==> config.mk <==
export PLATFORM = sky130hd
export DESIGN_NAME = pipeline_run_ctrl
export DESIGN_NICKNAME = d
export VERILOG_FILES = /design/src/rtl/pipeline_run_ctrl_pkg.sv /design/src/rtl/pipeline_run_ctrl_sat_counter.sv /design/src/rtl/pipeline_run_ctrl.sv
export SDC_FILE = /design/constraint.sdc
export NUM_CORES = 1
export LEC_CHECK = 0
export CAP_MARGIN = 20
export CORE_MARGIN = 1.5
export CORE_UTILIZATION = 53
export DETAILED_ROUTE_END_ITERATION = 16
export PLACE_DENSITY = 0.88
export SETUP_SLACK_MARGIN = 0.3
export SLEW_MARGIN = 5
export SYNTH_ARGS = -nofsm -noshare
export SYNTH_HDL_FRONTEND = slang
export SYNTH_SLANG_ARGS = --single-unit
==> constraint.sdc <==
create_clock -name i_clk -period 5.2 [get_ports i_clk]
set_clock_uncertainty 0.2 [all_clocks]
set_input_delay 1.04 -clock i_clk [delete_from_list [all_inputs] [get_ports i_clk]]
set_output_delay 1.04 -clock i_clk [all_outputs]
set_load 0.01 [all_outputs]
==> src/rtl/pipeline_run_ctrl_pkg.sv <==
// Shared constants and types for the pipeline execution sequencer.
//   OPCODE_BITS  : width of the instruction opcode field
//   HALT_OPCODE  : opcode that terminates execution
//   PIPE_DEPTH   : pipeline stage count; the drain lasts PIPE_DEPTH-1 cycles
//   CNT_BITS     : width of the executed-cycle counter
//   cmdCode_t    : debug/host command codes
//   prcState_t   : sequencer states
package pipeline_run_ctrl_pkg;

    localparam int unsigned OPCODE_BITS = 6;
    localparam logic [OPCODE_BITS-1:0] HALT_OPCODE = 6'b111111;
    localparam int unsigned PIPE_DEPTH = 5;
    localparam int unsigned CNT_BITS = 32;
    localparam int unsigned DRAIN_BITS = $clog2(PIPE_DEPTH);

    typedef enum logic [1:0] {
        CMD_NOP  = 2'b00,
        CMD_RUN  = 2'b01,
        CMD_STEP = 2'b10,
        CMD_STOP = 2'b11
    } cmdCode_t;

    typedef enum logic [2:0] {
        PRC_IDLE,
        PRC_RUN,
        PRC_STEP,
        PRC_DRAIN,
        PRC_HALTED
    } prcState_t;

endpackage

==> src/rtl/pipeline_run_ctrl_sat_counter.sv <==
// sat_counter: up-counter that sticks at its all-ones value instead of wrapping.
//   i_clk   : clock, rising edge
//   i_rst_n : synchronous active-low reset, clears the count
//   i_inc   : increment request for this edge
//   o_count : current count (WIDTH bits)
module sat_counter #(
    parameter int unsigned WIDTH = 32
) (
    input  logic             i_clk,
    input  logic             i_rst_n,
    input  logic             i_inc,
    output logic [WIDTH-1:0] o_count
);

    always_ff @(posedge i_clk) begin
        if (!i_rst_n) begin
            o_count <= '0;
        end else if (i_inc && (o_count != '1)) begin
            o_count <= o_count + WIDTH'(1);
        end
    end

endmodule

==> src/rtl/pipeline_run_ctrl.sv <==
// pipeline_run_ctrl: execution sequencer for the 5-stage pipeline.
// Gates PC / pipeline-register enables from run, step and stop commands,
// freezes the PC on a fetched HALT and drains the pipe before reporting done.
//   i_clk, i_rst_n           : clock and synchronous active-low reset
//   i_cmd_valid, i_cmd       : command strobe and code (NOP/RUN/STEP/STOP)
//   o_cmd_ready              : command accepted this cycle when valid
//   i_if_valid, i_if_opcode  : fetch-stage instruction validity and opcode
//   o_pc_enable              : PC update enable (combinational)
//   o_pipe_enable            : pipeline register enable (combinational)
//   o_flush                  : bubble into IF/ID (combinational)
//   o_busy, o_halted, o_done : registered status; o_done pulses once on halt
//   o_cycle_count            : saturating count of enabled cycles
// Optional macro PIPE_CTRL_BREAKPOINT_EN adds i_bp_enable, i_bp_addr, i_pc
// and the registered pulse o_bp_hit; a breakpoint stops RUN before the
// matching instruction executes. STEP ignores breakpoints.
module pipeline_run_ctrl
    import pipeline_run_ctrl_pkg::*;
(
    input  logic                   i_clk,
    input  logic                   i_rst_n,
    input  logic                   i_cmd_valid,
    input  logic [1:0]             i_cmd,
    output logic                   o_cmd_ready,
    input  logic                   i_if_valid,
    input  logic [OPCODE_BITS-1:0] i_if_opcode,
`ifdef PIPE_CTRL_BREAKPOINT_EN
    input  logic                   i_bp_enable,
    input  logic [31:0]            i_bp_addr,
    input  logic [31:0]            i_pc,
    output logic                   o_bp_hit,
`endif
    output logic                   o_pc_enable,
    output logic                   o_pipe_enable,
    output logic                   o_flush,
    output logic                   o_busy,
    output logic                   o_halted,
    output logic                   o_done,
    output logic [CNT_BITS-1:0]    o_cycle_count
);

    prcState_t             state;
    prcState_t             nextState;
    logic [DRAIN_BITS-1:0] drainCnt;
    logic                  haltSeen;
    logic                  cmdAccept;
    logic                  bpStall;

    assign haltSeen  = i_if_valid && (i_if_opcode == HALT_OPCODE);
    assign cmdAccept = i_cmd_valid && o_cmd_ready;

`ifdef PIPE_CTRL_BREAKPOINT_EN
    // HALT takes precedence so the drain still starts on a halting breakpoint.
    assign bpStall = (state == PRC_RUN) && i_bp_enable && (i_pc == i_bp_addr) && !haltSeen;
`else
    assign bpStall = 1'b0;
`endif

    always_ff @(posedge i_clk) begin
        if (!i_rst_n) begin
            state <= PRC_IDLE;
        end else begin
            state <= nextState;
        end
    end

    always_comb begin
        nextState = state;
        unique case (state)
            PRC_IDLE: begin
                if (cmdAccept && (i_cmd == CMD_RUN)) begin
                    nextState = PRC_RUN;
                end else if (cmdAccept && (i_cmd == CMD_STEP)) begin
                    nextState = PRC_STEP;
                end
            end
            PRC_RUN: begin
                // A HALT in the same cycle as STOP wins; the STOP is dropped.
                if (haltSeen) begin
                    nextState = PRC_DRAIN;
                end else if (bpStall || (cmdAccept && (i_cmd == CMD_STOP))) begin
                    nextState = PRC_IDLE;
                end
            end
            PRC_STEP:   nextState = haltSeen ? PRC_DRAIN : PRC_IDLE;
            PRC_DRAIN:  nextState = (drainCnt == '0) ? PRC_HALTED : PRC_DRAIN;
            PRC_HALTED: nextState = PRC_HALTED;
            default:    nextState = PRC_IDLE;
        endcase
    end

    always_comb begin
        o_pc_enable   = 1'b0;
        o_pipe_enable = 1'b0;
        o_flush       = 1'b0;
        o_cmd_ready   = 1'b0;
        unique case (state)
            PRC_IDLE: o_cmd_ready = 1'b1;
            PRC_RUN: begin
                o_cmd_ready   = 1'b1;
                o_pipe_enable = !bpStall;
                o_pc_enable   = !haltSeen && !bpStall;
            end
            PRC_STEP: begin
                o_pipe_enable = 1'b1;
                o_pc_enable   = !haltSeen;
            end
            PRC_DRAIN: begin
                o_pipe_enable = 1'b1;
                o_flush       = 1'b1;
            end
            default: ;
        endcase
    end

    // Loaded with PIPE_DEPTH-2 on entry so DRAIN occupies PIPE_DEPTH-1 cycles.
    always_ff @(posedge i_clk) begin
        if (!i_rst_n) begin
            drainCnt <= '0;
        end else if ((state != PRC_DRAIN) && (nextState == PRC_DRAIN)) begin
            drainCnt <= DRAIN_BITS'(PIPE_DEPTH - 2);
        end else if ((state == PRC_DRAIN) && (drainCnt != '0)) begin
            drainCnt <= drainCnt - DRAIN_BITS'(1);
        end
    end

    // Status flops are fed from nextState so they line up with the state register.
    always_ff @(posedge i_clk) begin
        if (!i_rst_n) begin
            o_busy   <= 1'b0;
            o_halted <= 1'b0;
            o_done   <= 1'b0;
        end else begin
            o_busy   <= (nextState == PRC_RUN) || (nextState == PRC_STEP) ||
                        (nextState == PRC_DRAIN);
            o_halted <= (nextState == PRC_HALTED);
            o_done   <= (nextState == PRC_HALTED) && (state != PRC_HALTED);
        end
    end

`ifdef PIPE_CTRL_BREAKPOINT_EN
    always_ff @(posedge i_clk) begin
        if (!i_rst_n) begin
            o_bp_hit <= 1'b0;
        end else begin
            o_bp_hit <= bpStall;
        end
    end
`endif

    sat_counter #(
        .WIDTH(CNT_BITS)
    ) cycleCounter (
        .i_clk  (i_clk),
        .i_rst_n(i_rst_n),
        .i_inc  (o_pipe_enable),
        .o_count(o_cycle_count)
    );

endmodule

==> flow_metrics.env, run 1 <==
export IMPL_drv_cap=0
export IMPL_hpwl_um=3434
export IMPL_worstPathCellList="clkdlybuf4s50_1, nand4_1, nor2_1, nor3_1, clkdlybuf4s50_1"
export IMPL_grt_max_degree=34
export IMPL_synth_seq_cells=41
export IMPL_cp_required_ns=3.96
export IMPL_mostFrequentLayoutCell="clkdlybuf4s50_1"
export IMPL_die_height_um=66.18
export IMPL_grt_pass1_wl_um=8176
export IMPL_criticalPathCategory="in2out"
export IMPL_worst_pin_slew_ns=1.047
export IMPL_dr_pass1_iters=4
export IMPL_postCtsSetupBuffers=0
export IMPL_power_density_nw_per_um2=212.8
export IMPL_cts_resized=0
export IMPL_hp_class="reg2reg"
export IMPL_grt_antenna_before_repair=0
export IMPL_ys_top_cells_by_area="dfxtp_1, xnor2_1, a21oi_1"
export IMPL_hold_start="cycleCounter.o_count[31]$_SDFFE_PN0P_"
export IMPL_numCtsBuffers=5
export IMPL_end_kind="primary output"
export IMPL_io_pins=51
export IMPL_fp_row_count=22
export IMPL_use_met1=0.3015
export IMPL_synth_top_area_share=0.3879
export IMPL_coreArea_um2=3744
export IMPL_holdBufCountCts=0
export IMPL_yosysWarnings=0
export IMPL_yosysSeqAreaShare=0.3879
export IMPL_fin_nets=308
export IMPL_num_vias=2003
export IMPL_nFillCells=310
export IMPL_path_max_fanout=2
export IMPL_synth_ff_type="dfxtp_1"
export IMPL_drt_wl_total_um=4819
export IMPL_antenna_left=0
export IMPL_clock_latency_ns=0.29
export IMPL_synthesis_area_um2=2116
export IMPL_htreeDepth=2
export IMPL_critPathSlowestCell="clkdlybuf4s50_1"
export IMPL_layout_min_cycle_time_ns=3.541
export IMPL_busiest_layer="met2"
export IMPL_synth_nets=261
export IMPL_cp_arrival_ns=2.30
export IMPL_use_met3=0.04770
export IMPL_dieArea_um2=4380
export IMPL_outcome="finished clean"
export IMPL_gp_congestion=0.7799
export IMPL_slew_headroom=0.3013
export IMPL_grtUsageTotal=0.2388
export IMPL_synth_edf_count=0
export IMPL_ctsRootBufferMaster="clkbuf_8"
export IMPL_portBuffers=50
export IMPL_drive_gt1_frac=0.06485
export IMPL_slowest_delay_ns=0.56
export IMPL_cp_top_family="buffers and inverters"
export IMPL_grt_ovfl_total=0
export IMPL_hold_viol_final=0
export IMPL_rsz0062_at_grt="no"
export IMPL_p_leak_nw=0.8756
export IMPL_cts_sinks=41
export IMPL_syn_avg_cell_area_um2=8.601
export IMPL_final_cell_mix="clkdlybuf4s50_1, dfxtp_1, nor2_1"
export IMPL_area_delta_synth_final_pct=27.08
export IMPL_start_util=0.5652
export IMPL_grt_pass1_vias=1904
export IMPL_tritoncts="done"
export IMPL_finalCritPeriodShare=0.6810
export IMPL_max_vdd_ir_drop_v=0.0001668
export IMPL_fp_dieW_um=66.18
export IMPL_finalMaxSlewViolations=0
export IMPL_antennaDiodeCount=0
export IMPL_async_flop_share=0
export IMPL_fmax_mhz=282.4
export IMPL_clock_path_buffers=2
export IMPL_setup_worst_path_start_class="input port"
export IMPL_total_power_w=0.0005721
export IMPL_critical_path_most_common_cell="clkdlybuf4s50_1"
export IMPL_cts_clk_slew_worst_paths_ns=0.07
export IMPL_cp_num_buf_inv=2
export IMPL_synth_largest_area_cell="dfxtp_1"
export IMPL_ys_types=49
export IMPL_drt_iter0_markers=168
export IMPL_detail_route_wl_per_cell_um=14.13
export IMPL_synth_cells=246
export IMPL_use_met2=0.3950
export IMPL_multi_input_area_um2=1191
export IMPL_register_area_um2=820.8
export IMPL_route_detailed_drc=0
export IMPL_crit_start="i_if_opcode[5]"
export IMPL_tns_ns=0
export IMPL_finalSetupViolCount=0
export IMPL_r2r_start="cycleCounter.o_count[0]$_SDFFE_PN0P_"
export IMPL_via_per_inst=5.874
## sequential cells by signal, indices dropped and copies added (netlist names)
signal,flops
cycleCounter.o_count,32
drainCnt,3
state,3
o_busy,1
o_done,1
o_halted,1
## final timing paths
kind,end,slack (ns),cells after the start
min reg2reg,cycleCounter.o_count[31]$_SDFFE_PN0P_,0.29,2
min,cycleCounter.o_count[31]$_SDFFE_PN0P_,0.29,2
max reg2reg,cycleCounter.o_count[30]$_SDFFE_PN0P_,2.65,6
max,o_pc_enable,1.66,5
## layer usage
layer,up-vias,share of wire
met5,-,0
met4,0,0.018
met3,9,0.042
met2,50,0.49
met1,939,0.45
li1,1005,-
## report_power, final
part	internal [W]	switching [W]
Sequential	0.000317	0.00000268
Clock	0.000105	0.000104
Combinational	0.0000199	0.0000233
Total	0.000442	0.000130
## cells in the mapped netlist (all sizes together) (4+ instances only)
cell type  instances
o31ai              8
nand4             10
buf                6
a21oi             20
and4               5
dfxtp             41
mux2i              5
nand2             20
nor4              10
nor2              26
nand3             11
or4                9
and3               5
o21ai              6
inv                8
xnor2             12
or3                6
clkbuf             4
nor3               6
## worst min-delay path, delay by kind of cell, from the launching register on
kind | cells | cell delay, ns
mux | 1 | 0.05
simple gates | 1 | 0.06
flops | 1 | 0.33
## final cells by class
| type | instances | area share |
|---|---|---|
| Multi-Input combinational cell | 187 | 0.4430 |
| Sequential cell | 41 | 0.3053 |
| Timing Repair Buffer | 50 | 0.1861 |
| Clock buffer | 7 | 0.03211 |
| Tap cell | 48 | 0.02234 |
| Inverter | 8 | 0.01117 |
## cell families after synthesis
kind of cell | count (synthesis) | share of synthesized area
flops | 41 | 0.3879
simple gates | 117 | 0.3140
mux | 5 | 0.02366
buf+inv | 18 | 0.04908
xor+xnor | 13 | 0.05381
compound gates | 49 | 0.1538
fa+ha+maj | 3 | 0.01774
## per-stage QoR
step	std cells	hold slack (ns)	utilization	setup slack (ns)	area (um2)
2_1_floorplan	246	0.2982	-	2.520	2116
3_3_place_gp	334	0.2725	0.6952	1.687	2603
3_5_place_dp	334	0.2824	0.6952	1.668	2603
4_1_cts	341	0.2940	0.7182	1.649	2689
5_1_grt	341	0.3123	0.7182	1.573	2689
6_report	341	0.2939	0.7182	1.659	2689
Note: power is estimated with default switching activity, not from simulation.
==> run 2: changes to the inputs <==
--- a/config.mk
+++ b/config.mk
@@ -7,9 +7,9 @@
 export LEC_CHECK = 0
 export CAP_MARGIN = 20
 export CORE_MARGIN = 1.5
-export CORE_UTILIZATION = 53
+export CORE_UTILIZATION = 44
 export DETAILED_ROUTE_END_ITERATION = 16
-export PLACE_DENSITY = 0.88
+export PLACE_DENSITY = 0.78
 export SETUP_SLACK_MARGIN = 0.3
 export SLEW_MARGIN = 5
 export SYNTH_ARGS = -nofsm -noshare
==> constraint.sdc (replaced) <==
create_clock -name i_clk -period 3 [get_ports i_clk]
set_clock_uncertainty 0.2 [all_clocks]
set_input_delay 0.6 -clock i_clk [delete_from_list [all_inputs] [get_ports i_clk]]
set_output_delay 0.6 -clock i_clk [all_outputs]
set_load 0.01 [all_outputs]
==> flow_metrics.env, run 2 (synthesis results as in run 1) <==
export IMPL_hpwl_um=3319
export IMPL_finalMaxSlewViolations=0
export IMPL_grtUsageTotal=0.1839
export IMPL_drive_gt1_frac=0.08696
export IMPL_finalSetupViolCount=0
export IMPL_worst_pin_slew_ns=0.6265
export IMPL_postCtsSetupBuffers=0
export IMPL_clock_latency_ns=0.29
export IMPL_place_inst=345
export IMPL_setup_worst_path_start_class="flip-flop"
export IMPL_numCtsBuffers=5
export IMPL_path_max_fanout=7
export IMPL_drt_wl_total_um=4672
export IMPL_die_height_um=72.35
export IMPL_fp_row_count=25
export IMPL_reg_top3="cycleCounter.o_count: 32 flops, drainCnt: 3 flops, state: 3 flops"
export IMPL_max_vdd_ir_drop_v=0.0002971
export IMPL_tritoncts="done"
export IMPL_wl_met2_um=2242
export IMPL_hold_viol_final=0
export IMPL_regMostFlops="cycleCounter.o_count"
export IMPL_start_util=0.4509
export IMPL_grt_pass1_vias=1732
export IMPL_p_switching_w=0.0002353
export IMPL_pwr_share_clk=0.422
export IMPL_outcome="finished clean"
export IMPL_fin_nets=313
export IMPL_met3_length_um=221
export IMPL_hp_class="reg2reg"
export IMPL_p_leak_nw=0.9200
export IMPL_layout_min_cycle_time_ns=2.559
export IMPL_htreeDepth=2
export IMPL_end_kind="primary output"
export IMPL_gp_congestion=0.8070
export IMPL_mostFrequentLayoutCell="clkdlybuf4s50_1"
export IMPL_grt_pass1_wl_um=7638
export IMPL_routed_top_layer="met4"
export IMPL_power_density_nw_per_um2=394.5
export IMPL_cp_required_ns=2.20
export IMPL_dieArea_um2=5234
export IMPL_portBuffers=50
export IMPL_coreArea_um2=4692
export IMPL_clock_path_buffers=2
export IMPL_fmax_mhz=390.7
export IMPL_num_vias=2016
export IMPL_hold_start="cycleCounter.o_count[6]$_SDFFE_PN0P_"
export IMPL_grt_max_degree=34
export IMPL_drt_iter0_markers=114
export IMPL_seq_power_share=0.507
export IMPL_fin_cells=353
export IMPL_grt_antenna_before_repair=0
export IMPL_largest_reg_flops=32
export IMPL_via_per_inst=5.711
export IMPL_wl_met1_um=2143
export IMPL_cp_arrival_ns=1.76
export IMPL_route_detailed_drc=0
export IMPL_slew_headroom=0.5808
export IMPL_dr_pass1_iters=4
export IMPL_antenna_left=0
export IMPL_cts_clk_slew_worst_paths_ns=0.08
export IMPL_rsz0062_at_grt="no"
export IMPL_finalCritPeriodShare=0.8531
export IMPL_ctsRootBufferMaster="clkbuf_8"
export IMPL_r2r_start="cycleCounter.o_count[0]$_SDFFE_PN0P_"
export IMPL_holdBufCountCts=0
export IMPL_io_pins=51
export IMPL_fp_dieW_um=72.35
export IMPL_grt_ovfl_total=0
export IMPL_intPower_w=0.0008566
export IMPL_swShare=0.2155
export IMPL_combPwrFrac=0.071
export IMPL_tns_ns=0
export IMPL_criticalPathCategory="reg2out"
export IMPL_drv_cap=0
export IMPL_area_delta_synth_final_pct=30.81
export IMPL_cts_sinks=41
export IMPL_detail_route_wl_per_cell_um=13.24
export IMPL_final_cell_mix="clkdlybuf4s50_1, dfxtp_1, nor2_1"
export IMPL_antennaDiodeCount=0
export IMPL_nFillCells=454
export IMPL_crit_start="state[0]$_SDFF_PN0_"
run 2: cell count changes in the layout (fill, tap and decap cells not counted), sizes merged:
cell / change
bufinv: +1
clkdlybuf4s50: -1
buf: +5
dlygate4sd2: +1
run 2: per-stage QoR:
stage	hold WS, ns	utilization	area (um2)	worst slack [ns]	total power (W)
after CTS	0.2985	0.5893	2765	0.3357	0.001105
final	0.2915	0.5899	2768	0.4406	0.001092
after global placement	0.2744	0.5643	2648	0.3656	0.0006413
after floorplan	0.2982	-	2116	0.7985	0.0006106
after global routing	0.3271	0.5899	2768	0.3463	0.001128
after detailed placement	0.2865	0.5643	2648	0.2852	0.0006431
run 2: final timing paths:
kind | endpoint | slack, ns | cells past startpoint
min reg2reg | cycleCounter.o_count[6]$_SDFFE_PN0P_ | 0.29 | 2
min | cycleCounter.o_count[6]$_SDFFE_PN0P_ | 0.29 | 2
max reg2reg | cycleCounter.o_count[1]$_SDFFE_PN0P_ | 0.54 | 6
max | o_pipe_enable | 0.44 | 4
run 2: timing repair:
action / in CTS / in global routing
cloned: 0 / 0
endpoints found under the setup margin: 2 / 1
gates resized for setup: 2 / 1
pin swaps: 0 / 0
run 2: metal layers:
layer | up-vias | global-route usage
met5 | - | 0
met2 | 59 | 0.3138
met4 | 0 | 0.07128
li1 | 1017 | -
met3 | 8 | 0.04306
met1 | 932 | 0.2242
run 2: worst max-delay path, cell delays in order, from the launching register on:
cell	delay, ns
dfxtp_1	0.42
nor2_1	0.10
or2_4	0.28
inv_4	0.12
clkdlybuf4s50_1	0.54
run 2: area by class of cell:
cell class / count / area (um2) / area share
Inverter: 8 / 32.53 / 0.01175
Clock buffer: 7 / 86.33 / 0.03119
Tap cell: 54 / 67.56 / 0.02441
Timing Repair Buffer: 55 / 536.8 / 0.1939
Sequential cell: 41 / 820.8 / 0.2966
Clock inverter: 1 / 30.03 / 0.01085
Multi-Input combinational cell: 187 / 1194 / 0.4313
run 2: power groups by stage:
stage          combinational [W]  sequential [W]  clock [W]
3_5_place_dp           0.0000770        0.000566          0
6_report               0.0000778        0.000553   0.000461
2_1_floorplan          0.0000433        0.000567          0
5_1_grt                0.0000854        0.000554   0.000489
4_1_cts                0.0000771        0.000553   0.000475
3_3_place_gp           0.0000754        0.000566          0
